### config.mk
export PLATFORM = sky130hd
export DESIGN_NAME = mem_port_arbiter
export DESIGN_NICKNAME = d
export VERILOG_FILES = /design/src/rtl/mem_port_arbiter.sv
export SDC_FILE = /design/constraint.sdc
export NUM_CORES = 1
export LEC_CHECK = 0
export CORE_UTILIZATION = 35
export DETAILED_ROUTE_END_ITERATION = 6
export PLACE_DENSITY = 0.74
export SLEW_MARGIN = 25
export SYNTH_ARGS = -nofsm -noshare
export SYNTH_HDL_FRONTEND = slang
export SYNTH_SLANG_ARGS = --single-unit
### constraint.sdc
create_clock -name clk -period 4.06 [get_ports clk]
set_input_delay 0.812 -clock clk [delete_from_list [all_inputs] [get_ports clk]]
set_output_delay 0.812 -clock clk [all_outputs]
set_load 0.005 [all_outputs]
### src/rtl/mem_port_arbiter.sv
// Fetch vs load/store arbiter for one single-port 16-bit memory.
// Load/store has priority; a starvation counter forces fetch through.
module mem_port_arbiter #(
    parameter int RD_LATENCY   = 1,
    parameter int STARVE_LIMIT = 4
) (
    input  logic        clk,
    input  logic        reset,
    input  logic        i_if_req,
    input  logic [15:0] i_if_addr,
    output logic        o_if_gnt,
    output logic        o_if_rvalid,
    output logic [15:0] o_if_rdata,
    input  logic        i_ls_rd,
    input  logic        i_ls_wr,
    input  logic [15:0] i_ls_addr,
    input  logic [15:0] i_ls_wrdata,
    output logic        o_ls_gnt,
    output logic        o_ls_rvalid,
    output logic [15:0] o_ls_rdata,
    output logic [15:0] o_mem_addr,
    output logic        o_mem_rd,
    output logic        o_mem_wr,
    output logic [15:0] o_mem_wrdata,
    input  logic [15:0] i_mem_rddata,
    input  logic        i_mem_waitreq,
    output logic        o_protocol_err
);

    logic                  stall;
    logic                  ls_req;
    logic                  force_if;
    logic                  if_gnt;
    logic                  ls_gnt;
    logic                  mem_acc;
    logic                  cmd_own_if;
    logic [3:0]            starve_cnt;
    logic [RD_LATENCY-1:0] tag_vld;
    logic [RD_LATENCY-1:0] tag_if;
    logic                  if_hit;
    logic                  ls_hit;
    logic [15:0]           if_rdata_q;
    logic [15:0]           ls_rdata_q;

    assign stall    = (o_mem_rd | o_mem_wr) & i_mem_waitreq;
    assign ls_req   = i_ls_rd | i_ls_wr;
    assign force_if = (starve_cnt >= 4'(STARVE_LIMIT)) & i_if_req;
    assign if_gnt   = ~reset & ~stall & (force_if | (i_if_req & ~ls_req));
    assign ls_gnt   = ~reset & ~stall & ~if_gnt & ls_req;
    assign mem_acc  = o_mem_rd & ~i_mem_waitreq;

    assign o_if_gnt       = if_gnt;
    assign o_ls_gnt       = ls_gnt;
    assign o_protocol_err = ~reset & i_ls_rd & i_ls_wr;

    // Command register; a simultaneous rd+wr is issued as a write only.
    always_ff @(posedge clk or posedge reset) begin
        if (reset) begin
            o_mem_addr   <= '0;
            o_mem_rd     <= 1'b0;
            o_mem_wr     <= 1'b0;
            o_mem_wrdata <= '0;
            cmd_own_if   <= 1'b0;
        end else if (!stall) begin
            if (if_gnt) begin
                o_mem_addr <= i_if_addr;
                o_mem_rd   <= 1'b1;
                o_mem_wr   <= 1'b0;
                cmd_own_if <= 1'b1;
            end else if (ls_gnt) begin
                o_mem_addr   <= i_ls_addr;
                o_mem_wrdata <= i_ls_wrdata;
                o_mem_rd     <= i_ls_rd & ~i_ls_wr;
                o_mem_wr     <= i_ls_wr;
                cmd_own_if   <= 1'b0;
            end else begin
                o_mem_rd <= 1'b0;
                o_mem_wr <= 1'b0;
            end
        end
    end

    always_ff @(posedge clk or posedge reset) begin
        if (reset) begin
            starve_cnt <= '0;
        end else if (!stall) begin
            if (i_if_req & ~if_gnt) begin
                if (starve_cnt != 4'hF)
                    starve_cnt <= starve_cnt + 4'd1;
            end else begin
                starve_cnt <= '0;
            end
        end
    end

    // Owner tags shift every cycle, stalled or not, matching memory latency.
    always_ff @(posedge clk or posedge reset) begin
        if (reset) begin
            tag_vld <= '0;
            tag_if  <= '0;
        end else begin
            for (int i = RD_LATENCY - 1; i > 0; i--) begin
                tag_vld[i] <= tag_vld[i-1];
                tag_if[i]  <= tag_if[i-1];
            end
            tag_vld[0] <= mem_acc;
            tag_if[0]  <= cmd_own_if;
        end
    end

    assign if_hit = tag_vld[RD_LATENCY-1] & tag_if[RD_LATENCY-1];
    assign ls_hit = tag_vld[RD_LATENCY-1] & ~tag_if[RD_LATENCY-1];

    always_ff @(posedge clk or posedge reset) begin
        if (reset) begin
            if_rdata_q <= '0;
            ls_rdata_q <= '0;
        end else begin
            if (if_hit)
                if_rdata_q <= i_mem_rddata;
            if (ls_hit)
                ls_rdata_q <= i_mem_rddata;
        end
    end

    assign o_if_rvalid = if_hit;
    assign o_ls_rvalid = ls_hit;
    assign o_if_rdata  = if_hit ? i_mem_rddata : if_rdata_q;
    assign o_ls_rdata  = ls_hit ? i_mem_rddata : ls_rdata_q;

endmodule

# Word level (Yosys, flattened, before mapping)

Index checks and enable logic that the tools add are counted.
Widths: inputs -> output; s select.

$add $sub $neg: 1
Order comparisons: 1
Eq/ne operators: 2
Multiplexer cells: 12
Bitwise operators: 24
Reduce and logical (&&, ||, !) cells: 4

Operator list:

| cell                | count |
|---|---|
| $mux 16             | 4 |
| $and 1x1->1         | 14 |
| $mux 4              | 2 |
| $not 1->1           | 7 |
| $mux 1              | 6 |
| $add 4x1->4 const B | 1 |
| $ge 4x3->1 const B  | 1 |
| $ne 4x4->1 const B  | 1 |
| $reduce_and 2->1    | 2 |
| $or 1x1->1          | 3 |
| $reduce_and 3->1    | 1 |
| $ne 2x1->1 const B  | 1 |
| $reduce_bool 2->1   | 1 |

Register bits after elaboration: 73
Input port bits: 70
Output and inout port bits: 71
Logic and storage cells: 54

# Logic depth before layout (Yosys ltp)

Gate-level depths: netlist (run 1).

Depth in word-level cells: 10
Gate-level depth with buffers: 6
Gate-level depth less buffers: 5

# Worst setup path after synthesis (run 1)

No wires, ideal clock.

Kind: input-to-output
From: input port reset
To: output port o_protocol_err
Arrival time: 2.714 ns
Required time: 3.248 ns
Setup slack: 0.534 ns
Stages: 2
Buffers on the path: 0
Cells stage by stage: inv_1 -> and3_1

Cells in the longest elaborated chain, start to end: 3

Ends and longest elaborated chain:

| item                      | RTL line | RTL |
|---|---|---|
| start, declared           | 8        | `input logic reset,` |
| $not 1->1                 | 54       | `assign o_protocol_err = ~reset & i_ls_rd & i_ls_wr;` |
| $and 1x1->1 (2 in series) | 54       |  |
| end, declared             | 27       | `output logic o_protocol_err` |

No other way between the ends.

# Worst setup path after layout (run 1)

From: input port i_ls_wr
To: output port o_if_gnt

Cells in the longest elaborated chain, start to end: 5

Ends and longest elaborated chain:

| item            | RTL line | RTL |
|---|---|---|
| start, declared | 15       | `input logic i_ls_wr,` |
| $or 1x1->1      | 46       | `assign ls_req = i_ls_rd \| i_ls_wr;` |
| $not 1->1       | 48       | `assign if_gnt = ~reset & ~stall & (force_if \| (i_if_req & ~ls_req));` |
| $and 1x1->1     | 48       |  |
| $or 1x1->1      | 48       |  |
| $and 1x1->1     | 48       |  |
| end, declared   | 11       | `output logic o_if_gnt,` |

No other way between the ends.

==> results of run 1 <==
## registers in the layout, indices dropped and copies added (netlist names)
signal / cells
tag_if: 1
o_mem_wrdata: 16
o_mem_rd: 1
o_mem_wr: 1
if_rdata_q: 16
o_mem_addr: 16
tag_vld: 1
cmd_own_if: 1
starve_cnt: 4
ls_rdata_q: 16
## report_power, final
group | internal (W) | switching (W) | leakage (nW)
Sequential | 0.000949 | 0.0000788 | 0.877
Combinational | 0.000612 | 0.000284 | 0.987
Clock | 0.000380 | 0.000260 | 0.109
## cell type report
type	instances	area [sq um]
fill	677	3490
multi-input combinational	114	1060
sequential	73	1830
inverter	8	30.0
timing repair buffer	144	1450
tap	105	131
clock buffer	12	155
clock inverter	4	75.1
## layout by cell type, fill, tap and decap left out
cell type / Yosys / final
a22o_1: 1 / 1
mux2_2: 47 / 47
a41oi_1: 1 / 1
nand2_1: 3 / 3
o41ai_1: 3 / 3
inv_2: 0 / 1
a21oi_1: 1 / 1
buf_4: 1 / 3
o21a_1: 1 / 1
a32o_1: 1 / 1
nor2_1: 2 / 2
nor3_2: 1 / 1
o21ai_1: 1 / 1
clkdlybuf4s50_1: 0 / 140
buf_16: 0 / 1
ha_1: 1 / 1
and2_1: 16 / 16
bufinv_16: 0 / 2
and3_1: 1 / 1
dfrtp_1: 73 / 73
nor2_2: 1 / 1
o31ai_4: 0 / 1
clkbuf_1: 2 / 1
nor2b_1: 1 / 1
o21ai_0: 6 / 6
nand3_1: 2 / 2
clkbuf_8: 0 / 11
clkinvlp_4: 0 / 2
a221o_1: 16 / 16
or2_4: 1 / 1
nand2b_1: 2 / 2
o31ai_1: 2 / 1
inv_1: 8 / 7
a21o_1: 1 / 1
mux2_1: 1 / 1
a2111oi_4: 1 / 1
## per-layer routing
layer,vias up,GRT usage (%),share of wire [%]
li1,1035,-,-
met1,1070,17.9,39
met2,94,29.4,51
met3,11,5.58,8.3
met4,0,7.05,1.9
met5,-,0,0
## kinds of logic (layout without fill, tap and decap cells)
family	Yosys count	in the layout	synth area share [%]
compound gates	35	35	10.5
fa+ha+maj	1	1	0.423
buf+inv	17	168	2.96
flops	73	73	61.8
mux	48	48	18.3
simple gates	30	30	6.05
## synth_stat cells (2+ instances only)
master and instances:
a221o_1 16, and2_1 16, buf_2 4, buf_6 2, clkbuf_1 2, dfrtp_1 73
inv_1 8, mux2_2 47, nand2_1 3, nand2b_1 2, nand3_1 2, nor2_1 2
o21ai_0 6, o31ai_1 2, o41ai_1 3
## metrics by stage
step                hold slack [ps]  setup WS [ps]  utilization (%)
floorplan                       354            534                -
CTS                             384            586             57.2
global placement                363            649             54.3
global route                    391            516             57.5
finish                          385            607             57.5
detailed placement              369            599             54.4
## final timing paths
path,slack (ps),endpoint,depth (start not counted)
min reg2reg,380,tag_if,0
max in group asynchronous,2440,ls_rdata_q[10],4
max,610,o_if_gnt,5
min in group asynchronous,1060,o_mem_rd,3
min,380,tag_if,0
max reg2reg,1920,o_mem_wrdata[12],4
==> results by group, run 1 <==
Outcome
  – Status: completed

GRT
  – GRT overflow: 0
  – Antenna violations before repair: 0
  – Pin count of the biggest net entering global routing: 75
  – Vias in the first global route: 2,318
  – GRT Overall Usage: 16.6%
  – First-pass GRT wire length: 11,000 um

Logic synthesis
  – Area leader, netlist: dfrtp_1
  – EDFF count, synth: 0
  – Top FF cell, synth: dfrtp_1
  – Post-synthesis cell count: 204
  – Netlist cell types: 31
  – Synth area leaders: dfrtp_1 62%, mux2_2 18%, a221o_1 5.4%
  – Post-Syn Area: 2960 sq um
  – Post-Syn Nets: 275
  – Mapped Avg Cell Area: 14.5 sq um
  – FF+latch count, synth: 73
  – Top cell type's share of synthesized area: 61.8%
  – Seq/Total Area, Yosys: 61.8%
  – Asr flop ratio synth: 100%
  – Yosys warning total: 0

Routing
  – Residual DRC: 0
  – Avg WL per Cell: 15.2 um
  – Drt first pass iters: 4
  – Total Routed Length: 6990 um
  – ANT nets after route: 0
  – Vias: 2,210
  – Via-per-instance ratio: 4.80
  – DRT iter0 DRCs: 49

CTS
  – CTS buffer count: 9
  – Clk_lat worst skew: 340 ps
  – Clock Path Buffers: 2
  – Setup bufs post-CTS: 0
  – Htree depth: 3
  – Reg clk slew, reported paths: 70 ps
  – CTS tree: yes
  – CTS resizes: 0
  – Clk sinks: 73
  – CTS Hold Bufs: 0
  – Clock tree root driver cell: clkbuf_8

Floorplan
  – FP Rows: 33
  – Die Ht: 93.9 um
  – Die footprint: 8820 sq um
  – CORE AREA: 8220 sq um
  – Initial core utilization: 36.0%
  – Number of I/O pins: 141
  – Die span in x: 93.9 um

Critical path
  – CP most frequent cell: clkdlybuf4s50_1
  – Worst setup EP type: output pin
  – Critical-path cell list: clkdlybuf4s50_1 -> nor2_1 -> o21ai_1 -> nor3_2 -> clkdlybuf4s50_1
  – Critical Path Max Stage Delay: 580 ps
  – Critical Path RT: 3250 ps
  – RR Startpoint: o_mem_wr
  – Crit path launch type: input port
  – CP Launch Point: i_ls_wr
  – Crit path DAT: 2640 ps
  – Crit path max fanout: 5
  – CP delay by family, top: buffers and inverters
  – Slowest-stage cell, CP: clkdlybuf4s50_1
  – Setup CP Type: in -> out
  – CP Buf/Inv Count: 2

STA
  – Final Hold Fails: 0
  – Tmin final: 3450 ps
  – Setup_tns: 0 ps
  – Least-Margin Pin Slew: 851 ps
  – Slew headroom: 43.3%
  – Pins Over Slew Limit: 0
  – Part of the cycle the worst path needs: 85.1%
  – RSZ-0062 raised after global routing: no
  – Setup violations, final: 0
  – Fmax: 290 MHz
  – Clk_skew: 13.7 ps

Power and ir drop
  – PD cells: 542 nW/um^2
  – Pleak: 1.97 nW
  – Total power: 0.00256 W
  – Worst IR Drop VDD: 0.194 mV

Placed design
  – Placement-stage cell area: 4470 sq um
  – GPL Wtd Cong: 0.746
  – Number of port buffers: 140
  – Post-DP HPWL: 4990 um
  – DP Cell Count: 443

Min path
  – Hold Crit Class: reg -> reg
  – HP Start: cmd_own_if

Layout
  – Final std cell area, no fill: 4730 sq um
  – Antenna diodes: 0
  – Post-layout nets: 421
  – Layout Cells excl Fill: 460
  – Share of layout cells above drive strength 1: 20.3%
  – Layout Area Growth over Synthesis: 59.8%

Job
  – Max_cap viols: 0
No activity file was read; power rests on OpenSTA's default activity.
==> run 2, diff against run 1 <==
- CORE_UTILIZATION: 35 -> 41
- PLACE_DENSITY: 0.74 -> 0.84
- SLEW_MARGIN: 25 -> 15
==> results by group, run 2 (synthesis gave the netlist of run 1 again) <==
Outcome
  – Status: completed

Routing
  – ANT nets after route: 0
  – DRT iter0 DRCs: 60
  – Avg WL per Cell: 15.4 um
  – Total Routed Length: 6930 um
  – Via-per-instance ratio: 4.95
  – Vias: 2,234
  – Residual DRC: 0
  – Drt first pass iters: 4

GRT
  – Pin count of the biggest net entering global routing: 75
  – Vias in the first global route: 2,314
  – Antenna violations before repair: 0
  – GRT Overall Usage: 19.4%
  – First-pass GRT wire length: 11,000 um
  – GRT overflow: 0

Floorplan
  – Die footprint: 7560 sq um
  – FP Rows: 30
  – Initial core utilization: 43.1%
  – CORE AREA: 6870 sq um
  – Number of I/O pins: 141
  – Die Ht: 86.9 um
  – Die span in x: 86.9 um

CTS
  – CTS tree: yes
  – Clk sinks: 73
  – Clock tree root driver cell: clkbuf_8
  – CTS buffer count: 9
  – Clock Path Buffers: 2
  – Clk_lat worst skew: 330 ps
  – CTS Hold Bufs: 0
  – Htree depth: 3
  – Setup bufs post-CTS: 0
  – CTS resizes: 0
  – Reg clk slew, reported paths: 70 ps

Layout
  – Layout Cells excl Fill: 451
  – Area taken by multi-input logic gates: 1050 sq um
  – Layout Area Growth over Synthesis: 59.3%
  – Register Area: 1830 sq um
  – Filler cell count in the final layout: 515
  – Post-layout nets: 421
  – Commonest cells after routing, fill and taps aside: 140 x clkdlybuf4s50_1, 73 x dfrtp_1, 47 x mux2_2
  – Antenna diodes: 0
  – Share of layout cells above drive strength 1: 20.3%
  – Most common cell after layout, fill and taps aside: clkdlybuf4s50_1

Critical path
  – Critical Path RT: 3250 ps
  – Crit path max fanout: 11
  – Setup CP Type: in -> out
  – Crit path DAT: 2600 ps
  – Worst setup EP type: output pin
  – Crit path launch type: input port

Min path
  – Hold Crit Class: reg -> reg

Power and ir drop
  – Combinational Power Share: 34.1%
  – Worst IR Drop VDD: 0.208 mV
  – Pleak: 1.98 nW
  – NetSw: 0.000615 W
  – PD cells: 556 nW/um^2
  – Sw Ratio: 23.5%
  – Internal: 0.00200 W
  – Total power: 0.00262 W
  – Clk pwr share: 26.5%
  – Reg power frac: 39.4%

Placed design
  – DP Cell Count: 435
  – GPL Wtd Cong: 0.815
  – Number of port buffers: 140
  – Post-DP HPWL: 5120 um

STA
  – Tmin final: 3410 ps
  – Setup violations, final: 0
  – RSZ-0062 raised after global routing: no
  – Clk_skew: 5.86 ps
  – Setup_tns: 0 ps
  – Least-Margin Pin Slew: 904 ps
  – Pins Over Slew Limit: 0
  – Slew headroom: 39.7%
  – Fmax: 293 MHz
  – Final Hold Fails: 0
  – Part of the cycle the worst path needs: 84.0%

Job
  – Max_cap viols: 0
## run 2: critical path, cell delays in order
cell             delay [ps]
clkdlybuf4s50_1         460
o21a_1                  280
a2111oi_4               470
clkdlybuf4s50_1         580
## run 2: power groups by stage
| stage | logic [W] | registers, W | clock network [W] |
|---|---|---|---|
| finish | 0.000892 | 0.00103 | 0.000694 |
| global route | 0.000962 | 0.00106 | 0.000741 |
| CTS | 0.000907 | 0.00103 | 0.000713 |
| detailed placement | 0.000904 | 0.00105 | 0 |
| global placement | 0.000880 | 0.00103 | 0 |
| floorplan | 0.000330 | 0.00103 | 0 |
## run 2: layer usage
layer	part of all wire [%]	vias to the layer above	track usage, %
met3	7.8	19	5.31
met1	39	1076	22.1
met4	3.1	0	10.6
li1	-	1034	-
met2	50	105	33.1
met5	0	-	0
## run 2: final timing paths
path	from	endpoint	slack (ps)	cells past startpoint
worst max-delay path	i_mem_waitreq	o_ls_gnt	650	4
worst min-delay path	cmd_own_if	tag_if	400	0
worst max register to register	o_mem_wr	o_mem_wrdata[6]	1930	4
worst min register to register	cmd_own_if	tag_if	400	0
max in group asynchronous	reset	o_mem_wrdata[0]	2190	3
min in group asynchronous	reset	o_mem_addr[7]	1250	3
## run 2: cell type report
class / count / share of cell area (%)
Inverter: 8 / 0.637
Timing Repair Buffer: 144 / 30.4
Tap cell: 96 / 2.55
Clock inverter: 4 / 2.10
Multi-Input combinational cell: 114 / 22.3
Sequential cell: 73 / 38.8
Clock buffer: 12 / 3.29
## run 2: through the flow
stage                     instance area (sq um)  hold slack (ps)  setup WS, ps  utilization [%]
after floorplan                            2960              354           534                -
after global placement                     4460              382           667             64.9
after detailed placement                   4460              395           642             64.9
after CTS                                  4710              413           627             68.6
after global routing                       4710              419           569             68.6
final                                      4710              404           648             68.6
==> run 3, diff against run 2 <==
- CORE_UTILIZATION: 41 -> 37
- PLACE_DENSITY: 0.84 -> 0.81
- clock period: 4.06 -> 3 ns (I/O delays scaled with it)
==> results by group, run 3 (synthesis gave the netlist of run 1 again) <==
Outcome
  – Status: completed

Placed design
  – GPL Wtd Cong: 0.735
  – Post-DP HPWL: 5170 um
  – Number of port buffers: 140

Power and ir drop
  – Pleak: 1.99 nW
  – Worst IR Drop VDD: 0.276 mV
  – Clk pwr share: 25.5%
  – Internal: 0.00266 W
  – NetSw: 0.000836 W
  – Sw Ratio: 23.9%
  – Combinational Power Share: 34.6%
  – PD cells: 738 nW/um^2
  – Reg power frac: 39.9%

Floorplan
  – CORE AREA: 7730 sq um
  – Initial core utilization: 38.3%
  – Die span in x: 91.4 um
  – Die footprint: 8360 sq um
  – Number of I/O pins: 141
  – Die Ht: 91.4 um
  – FP Rows: 32

Routing
  – Total Routed Length: 7010 um
  – Vias: 2,230
  – Via-per-instance ratio: 4.84
  – Residual DRC: 0
  – Avg WL per Cell: 15.2 um
  – ANT nets after route: 0
  – Drt first pass iters: 4
  – DRT iter0 DRCs: 55

Layout
  – Post-layout nets: 426
  – Commonest cells after routing, fill and taps aside: 140 x clkdlybuf4s50_1, 73 x dfrtp_1, 47 x mux2_2
  – Antenna diodes: 0
  – Most common cell after layout, fill and taps aside: clkdlybuf4s50_1
  – Share of layout cells above drive strength 1: 21.4%
  – Layout Area Growth over Synthesis: 60.2%

STA
  – Least-Margin Pin Slew: 895 ps
  – Part of the cycle the worst path needs: 95.5%
  – Clk_skew: 9.67 ps
  – Slew headroom: 40.3%
  – Fmax: 349 MHz
  – Fin Hold WS: 400 ps
  – RSZ-0062 raised after global routing: no
  – Setup_tns: 0 ps
  – Final Hold Fails: 0
  – Setup violations, final: 0
  – Tmin final: 2870 ps
  – Pins Over Slew Limit: 0

CTS
  – CTS resizes: 0
  – Clk sinks: 73
  – Clock Path Buffers: 2
  – CTS Hold Bufs: 0
  – Htree depth: 3
  – Reg clk slew, reported paths: 80 ps
  – Setup bufs post-CTS: 0
  – CTS tree: yes
  – Clk_lat worst skew: 330 ps
  – Clock tree root driver cell: clkbuf_8
  – CTS buffer count: 9

Critical path
  – Setup CP Type: in -> out
  – CP Launch Point: i_mem_waitreq
  – Crit path DAT: 2270 ps
  – Critical Path RT: 2400 ps
  – R2R cell count: 4
  – Crit Reg-Reg Endpoint: o_mem_wrdata[7]
  – Crit path launch type: input port
  – Worst R2R Setup Slack: 940 ps
  – Worst setup EP type: output pin
  – Crit path to: o_ls_gnt
  – Crit path max fanout: 4
  – RR Startpoint: starve_cnt[3]

Job
  – Max_cap viols: 0

GRT
  – First-pass GRT wire length: 11,700 um
  – GRT Overall Usage: 18.0%
  – Vias in the first global route: 2,437
  – Antenna violations before repair: 0
  – Pin count of the biggest net entering global routing: 74
  – GRT overflow: 0

Min path
  – Hold Crit Class: reg -> reg
==> run 3: how the worst min path moves through the flow <==
stage / startpoint / end / slack (ps) / cells past startpoint
after floorplan: cmd_own_if / tag_if / 350 / 0
after global placement: cmd_own_if / tag_if / 390 / 0
after detailed placement: cmd_own_if / tag_if / 400 / 0
after CTS: cmd_own_if / tag_if / 410 / 0
after global routing: cmd_own_if / tag_if / 420 / 0
final: cmd_own_if / tag_if / 400 / 0
==> run 3: metrics by stage <==
| step | utilization, % | instance area (sq um) | power (W) | instances | worst slack [ps] |
|---|---|---|---|---|---|
| after floorplan | - | 2960 | 0.00184 | 204 | 369 |
| after global placement | 58.3 | 4510 | 0.00259 | 446 | 137 |
| after detailed placement | 58.3 | 4510 | 0.00264 | 446 | 118 |
| after CTS | 61.3 | 4740 | 0.00354 | 461 | 118 |
| after global routing | 61.3 | 4740 | 0.00369 | 461 | 60.4 |
| final | 61.3 | 4740 | 0.00350 | 461 | 134 |
==> run 3: final cells by class <==
cell class / instances / area, sq um
Timing Repair Buffer: 149 / 1470
Multi-Input combinational cell: 114 / 1050
Sequential cell: 73 / 1830
Tap cell: 102 / 128
Clock inverter: 6 / 108
Clock buffer: 9 / 124
Inverter: 8 / 33.8
Fill cell: 611 / 2990
==> run 3: critical path, stage by stage <==
cell	delay, ps
clkdlybuf4s50_1	470
o21a_1	190
a2111oi_4	420
clkdlybuf4s50_1	580
==> run 3: power groups by stage <==
stage / Clock, W / Sequential [W] / Combinational, W
6_report: 0.000892 / 0.00139 / 0.00121
5_1_grt: 0.000958 / 0.00143 / 0.00130
4_1_cts: 0.000918 / 0.00140 / 0.00123
3_5_place_dp: 0 / 0.00141 / 0.00123
3_3_place_gp: 0 / 0.00139 / 0.00120
2_1_floorplan: 0 / 0.00139 / 0.000447
==> run 3: routing by layer <==
layer	vias up	track usage [%]	share of wire, %
li1	1043	-	-
met1	1085	20.3	40
met2	93	31.6	52
met3	9	4.94	7.1
met4	0	7.54	1.3
met5	-	0	0
==> RTL change, RTL diff (config.mk and constraints of run 1) <==
Change the parameter `RD_LATENCY` from 1 to 2.
--- a/src/rtl/mem_port_arbiter.sv
+++ b/src/rtl/mem_port_arbiter.sv
@@ -2,5 +2,5 @@
 // Load/store has priority; a starvation counter forces fetch through.
 module mem_port_arbiter #(
-    parameter int RD_LATENCY   = 1,
+    parameter int RD_LATENCY   = 2,
     parameter int STARVE_LIMIT = 4
 ) (
Check against the original RTL: not equivalent (a bounded check fails within 4 cycles, from zero or initial values and one cycle with reset high).
==> RTL change against run 1 <==
Final area is 3.5% higher. Total power is 1.9% lower. Worst setup slack better by 0.053 ns. Area after synthesis is 6.6% higher. Routed wire length is 4.7% higher. Combinational power is 5.2% higher. Sequential cell count is 2 higher. Die area is 6.4% higher.
==> RTL change: results <==
export IMPL_finClkSkew_ns=0.0127
export IMPL_drive_above_1_share_pct=19.7
export IMPL_gr_usage_all_layers_pct=16.1
export IMPL_grt_max_degree=78
export IMPL_synth_common_cells="dfrtp_1 (75), mux2_2 (39), nor2b_1 (17)"
export IMPL_p_seq_share_pct=42.3
export IMPL_ys_seq_area_share_pct=59.5
export IMPL_dp_hpwl_um=5340
export IMPL_nets=441
export IMPL_share_clk_of_total_power_pct=20.2
export IMPL_arrival_ns=2.59
export IMPL_grt_pass1_wl_um=11900
export IMPL_yosysUniqueCellTypes=28
export IMPL_wl_per_cell_um=15.1
export IMPL_synth_area_leaders="dfrtp_1 (60%), mux2_2 (14%), mux2i_1 (5.1%)"
export IMPL_place_congestion=0.813
export IMPL_place_ws_ns=0.673
export IMPL_p_sw_w=0.000662
export IMPL_drtIter0Drc=39
export IMPL_syn_num_nets=296
export IMPL_worst_slew_pin_slew_ns=0.849
export IMPL_grt_pass1_vias=2465
export IMPL_cellLeakagePower_nw=2.11
export IMPL_cts_resized=0
export IMPL_worst_r2r_cell_count=5
export IMPL_status="complete, no violations"
export IMPL_avgViaCountPerCell=4.82
RTL change: cells by family after synthesis:
group | share of synthesized area, %
buffers and inverters | 2.34
multiplexers | 23.3
AO/OA/AOI/OAI | 7.70
adder cells (fa/ha/maj) | 0.397
flip-flops | 59.5
AND/OR/NAND/NOR | 6.71
RTL change: final timing paths:
check                         startpoint                to  slack, ns
max                        i_mem_waitreq          o_ls_gnt       0.66
max in group asynchronous          reset     o_mem_addr[1]       2.49
min in group asynchronous          reset          o_mem_wr       1.09
min                            tag_if[0]         tag_if[1]       0.35
min reg2reg                    tag_if[0]         tag_if[1]       0.35
max reg2reg                     o_mem_rd  o_mem_wrdata[13]       1.97
RTL change: critical path: stages:
cell and delay, ns:
clkdlybuf4s50_1 0.47, o21ai_1 0.30, nand2_1 0.21, nor3b_4 0.26, clkdlybuf4s50_1 0.53
RTL change: final cells by class:
cell class                      count  area [um2]
Fill cell                         747        3830
Sequential cell                    75        1880
Timing Repair Buffer              145        1440
Multi-Input combinational cell    133        1230
Clock buffer                       10         138
Tap cell                          108         135
Clock inverter                      6        41.3
Inverter                            6        26.3
RTL change: routing by layer:
layer  track usage [%]  part of all wire, %  up-vias
li1                  -                    -     1093
met1              19.2                   42     1136
met2              27.8                   51       87
met3              3.90                  5.4       11
met4              6.20                  1.3        0
met5                 0                    0        -
RTL change: stage by stage:
stage          power [W]  std cells  util, %
5_1_grt          0.00266        483     56.1
3_3_place_gp     0.00200        467     53.9
2_1_floorplan    0.00142        225        -
4_1_cts          0.00255        483     56.0
6_report         0.00251        483     56.1
3_5_place_dp     0.00203        467     54.0
